## config.mk

```make
export PLATFORM = sky130hd
export DESIGN_NAME = mult8_seq_share_ctrl
export DESIGN_NICKNAME = d
export VERILOG_FILES = /design/src/rtl/mult8_seq_share_ctrl.sv
export SDC_FILE = /design/constraint.sdc
export NUM_CORES = 1
export LEC_CHECK = 0
export ABC_CLOCK_PERIOD_IN_PS = 6400
export CORE_ASPECT_RATIO = 1.4
export CORE_MARGIN = 5
export CORE_UTILIZATION = 40
export DETAILED_ROUTE_END_ITERATION = 12
export PLACE_DENSITY = 0.63
export SLEW_MARGIN = 20
export SYNTH_ARGS = -nofsm -noshare
export SYNTH_HDL_FRONTEND = slang
export SYNTH_SLANG_ARGS = --single-unit
```

## constraint.sdc

```tcl
create_clock -name clk -period 6.4 [get_ports clk]
set_input_delay 0.64 -clock clk [delete_from_list [all_inputs] [get_ports clk]]
set_output_delay 0.64 -clock clk [all_outputs]
set_load 0.005 [all_outputs]
```

## src/rtl/mult8_seq_share_ctrl.sv

```systemverilog
// Sequential 8x8 unsigned multiplier sharing one external combinational 4x4 multiplier over four nibble steps.
// Optional MULT8_ZERO_SKIP_EN: steps whose nibble pair contains a zero are skipped.
module mult8_seq_share_ctrl #(
  parameter int HALF  = 4,
  parameter int CNT_W = 16
) (
  input  logic                clk,
  input  logic                rst,
  input  logic                in_valid,
  output logic                in_ready,
  input  logic [2*HALF-1:0]   in_a,
  input  logic [2*HALF-1:0]   in_b,
  output logic                out_valid,
  input  logic                out_ready,
  output logic [4*HALF-1:0]   out_p,
  output logic [HALF-1:0]     m_a,
  output logic [HALF-1:0]     m_b,
  input  logic [2*HALF-1:0]   m_p,
  output logic                busy,
  output logic [CNT_W-1:0]    op_count
);

  typedef enum logic [2:0] {IDLE, S_LL, S_LH, S_HL, S_HH, DONE} state_t;

  state_t              state, state_nx;
  logic [2*HALF-1:0]   a_q, b_q;
  logic [4*HALF-1:0]   acc, acc_add, mp_ext;
  logic [3:0]          mask_in, mask;
  logic                accept, deliver;

  assign accept  = (state == IDLE) && in_valid;
  assign deliver = (state == DONE) && out_ready;
  assign mp_ext  = {{(2*HALF){1'b0}}, m_p};
  assign out_p   = (state == DONE) ? acc : '0;

`ifdef MULT8_ZERO_SKIP_EN
  // Bit order matches the visiting order: [0]=LL [1]=LH [2]=HL [3]=HH.
  assign mask_in = {(|in_a[2*HALF-1:HALF]) && (|in_b[2*HALF-1:HALF]),
                    (|in_a[2*HALF-1:HALF]) && (|in_b[HALF-1:0]),
                    (|in_a[HALF-1:0])      && (|in_b[2*HALF-1:HALF]),
                    (|in_a[HALF-1:0])      && (|in_b[HALF-1:0])};

  always_ff @(posedge clk) begin
    if (rst) begin
      mask <= '0;
    end else if (accept) begin
      mask <= mask_in;
    end
  end
`else
  assign mask_in = 4'hF;
  assign mask    = 4'hF;
`endif

  // First required step in visiting order, or DONE when none remain.
  function automatic state_t pick(input logic [3:0] m);
    if (m[0])      return S_LL;
    else if (m[1]) return S_LH;
    else if (m[2]) return S_HL;
    else if (m[3]) return S_HH;
    else           return DONE;
  endfunction

  always_comb begin
    state_nx  = state;
    in_ready  = 1'b0;
    out_valid = 1'b0;
    busy      = 1'b1;
    m_a       = '0;
    m_b       = '0;
    acc_add   = '0;
    case (state)
      IDLE: begin
        busy     = 1'b0;
        in_ready = 1'b1;
        if (in_valid) state_nx = pick(mask_in);
      end
      S_LL: begin
        m_a      = a_q[HALF-1:0];
        m_b      = b_q[HALF-1:0];
        acc_add  = mp_ext;
        state_nx = pick(mask & 4'b1110);
      end
      S_LH: begin
        m_a      = a_q[HALF-1:0];
        m_b      = b_q[2*HALF-1:HALF];
        acc_add  = mp_ext << HALF;
        state_nx = pick(mask & 4'b1100);
      end
      S_HL: begin
        m_a      = a_q[2*HALF-1:HALF];
        m_b      = b_q[HALF-1:0];
        acc_add  = mp_ext << HALF;
        state_nx = pick(mask & 4'b1000);
      end
      S_HH: begin
        m_a      = a_q[2*HALF-1:HALF];
        m_b      = b_q[2*HALF-1:HALF];
        acc_add  = mp_ext << (2*HALF);
        state_nx = DONE;
      end
      DONE: begin
        out_valid = 1'b1;
        if (out_ready) state_nx = IDLE;
      end
      default: state_nx = IDLE;
    endcase
  end

  always_ff @(posedge clk) begin
    if (rst) begin
      state    <= IDLE;
      a_q      <= '0;
      b_q      <= '0;
      acc      <= '0;
      op_count <= '0;
    end else begin
      state <= state_nx;
      if (accept) begin
        a_q <= in_a;
        b_q <= in_b;
        acc <= '0;
      end else begin
        acc <= acc + acc_add;
      end
      if (deliver) op_count <= op_count + CNT_W'(1);
    end
  end

endmodule

```

==> metrics.txt <==
max layer used=met4; Clock Tree Buf Depth=2; Slew headroom=34.7%; Antenna Cells=0; Tightest Pin Transition=0.978 ns; HP Class=flip-flop to flip-flop; Syn Std Cell Area=3090 um^2; Area contributors post-synth=dfxtp_1 (33%), nand2_1 (7.0%), ha_1 (6.5%); Synth top area share=33.0%; Worst Setup Start Kind=flip-flop; most common cell after layout, fill and taps aside=clkdlybuf4s50_1; final setup margin=2.98 ns; Ports=71; met1 wire length=3480 um; RSZ-0062 raised after global routing=no; endpoints failing setup=0; setup bufs post-CTS=0; critical path endpoint category=flip-flop; post-layout min period=3.42 ns; worst-path fanout max=33; DIE HEIGHT=114 um; largest net degree at the start of global routing=41; Tcrit/Tclk final=53.4%; die width=84.3 um; Via-to-Cell Ratio=5.43; Area after DPL=3840 um^2; total grt overflow=0; status=complete, no violations; CTS buffer count=5; drt wl/cell=15.4 um; syn_area_per_cell=7.82 um^2; Leakage=1.56 nW; WL met3=463 um; Placed Instances=545; row count=38; core area=7650 um^2; GRT Total Usage=17.8%; cts hold-fix bufs=0; Cells after Synth=395; final net count=497; ys async rst share=0%; fin. max-slew vios=0; Data required, critical path=6.61 ns; clk_skew=0.0146 ns; post-synth cell types=53; total routed wirelength=8480 um; crit path kind=flip-flop to flip-flop; number of global-route vias before repair=3010; DRC viols=0; CTS sink cnt=51; Layout area overhead=27.9%; Final Hold Fails=0; routed via count=2996; f_max=293 MHz; Clock transition at path regs=0.11 ns; initial core utilization=40.4%; fin area=3950 um^2; Yosys reg bits=51; Detail Route met2 WL=4260 um; drt pass-1 iters=4; sequential fraction of the synthesis area=33.0%; critical path data arrival time=3.63 ns; Root Driver=clkbuf_8; dpl ws=2.94 ns; max_cap viols=0; top_reg_cell synth=dfxtp_1; Routability Congestion=0.939; Clk Latency, worst-skew pair=0.31 ns; worst vdd ir=107 uV; Final ANT Viol Nets=0; final std cells w/o fill=552; commonest non-fill, non-tap cells in the layout=clkdlybuf4s50_1 (70), nand2_1 (58), dfxtp_1 (51); post-DP HPWL=6360 um; YS warnings=0; layout cell share with drive strength beyond 1=3.98%; full die area=9610 um^2; CTS tree=done; antenna violations before repair=0; first-pass GRT wire length=14000 um; power per cell area=182 nW/um^2; syn nets=440; PortBufs=70; cell taking the most area after synthesis=dfxtp_1; Max H-tree Level=2; Setup TNS=0 ns; EDFF count, synth=0; # resized after CTS=0; 1st-iter DRT viols=165
[worst max-delay path: stages (launching register included)]
cell       delay, ns
dfxtp_1         0.97
nor3b_1         0.46
and2_1          0.20
ha_1            0.20
inv_1           0.07
fa_1            0.38
nor2b_1         0.19
o2111ai_1       0.19
a21oi_1         0.37
a31oi_1         0.16
mux2i_1         0.13
[cell type report]
type,instances,area [um^2]
fillers,791,3700
multi-input cells,314,1960
flip-flops and latches,51,1020
repair buffers,72,716
well taps,100,125
clock buffers,5,68.8
clock inverters,2,37.5
inverters,8,30.0
[sequential cells by signal (all words and copies together) (netlist names)]
name      count
acc          16
op_count     16
a_q           8
b_q           8
state         3
[worst paths after layout]
kind | start | end | slack, ns | depth (start not counted)
worst max register to register | state[0] | acc[14] | 2.98 | 10
worst min register to register | b_q[7] | b_q[7] | 0.46 | 2
worst min-delay path | b_q[7] | b_q[7] | 0.46 | 2
worst max-delay path | state[0] | acc[14] | 2.98 | 10
[power by group]
group	internal (W)	switching (W)
logic	0.0000637	0.0000757
registers	0.000333	0.0000185
clock network	0.000115	0.000113
[logic make-up after synthesis]
logic type / synth area share [%]
XOR/XNOR: 3.97
multiplexers: 1.30
buffers and inverters: 3.97
AO/OA/AOI/OAI: 18.8
AND/OR/NAND/NOR: 31.8
adder cells (fa/ha/maj): 7.13
flip-flops: 33.0
[Yosys cell counts (4+ instances only)]
library cell  number
a211oi_1           4
a21o_1             6
a21oi_1           33
a22oi_1           10
a32o_1             4
and2_1             7
and3_1            22
clkbuf_1          18
dfxtp_1           51
ha_1              16
inv_1              8
mux2i_1            4
nand2_1           58
nand3_1            9
nand4_1            6
nor2_1            29
nor2b_1            9
nor3_1            13
nor3b_1            4
o21ai_0           20
or3_1             11
xnor2_1           10
xor2_1             4
[per-layer routing]
layer  track usage (%)  vias to the layer above
met5                 0                        -
met1              19.8                     1392
met3              4.84                       17
li1                  -                     1523
met4              8.05                        0
met2              31.3                       64
[metrics by stage]
| stage | hold WS, ns | power (W) | util [%] |
|---|---|---|---|
| after floorplan | 0.432 | 0.000443 | - |
| after global routing | 0.478 | 0.000755 | 51.7 |
| final | 0.461 | 0.000719 | 51.7 |
| after global placement | 0.442 | 0.000498 | 50.2 |
| after CTS | 0.460 | 0.000726 | 51.6 |
| after detailed placement | 0.447 | 0.000499 | 50.2 |
Note: power is estimated with default switching activity, not from simulation.
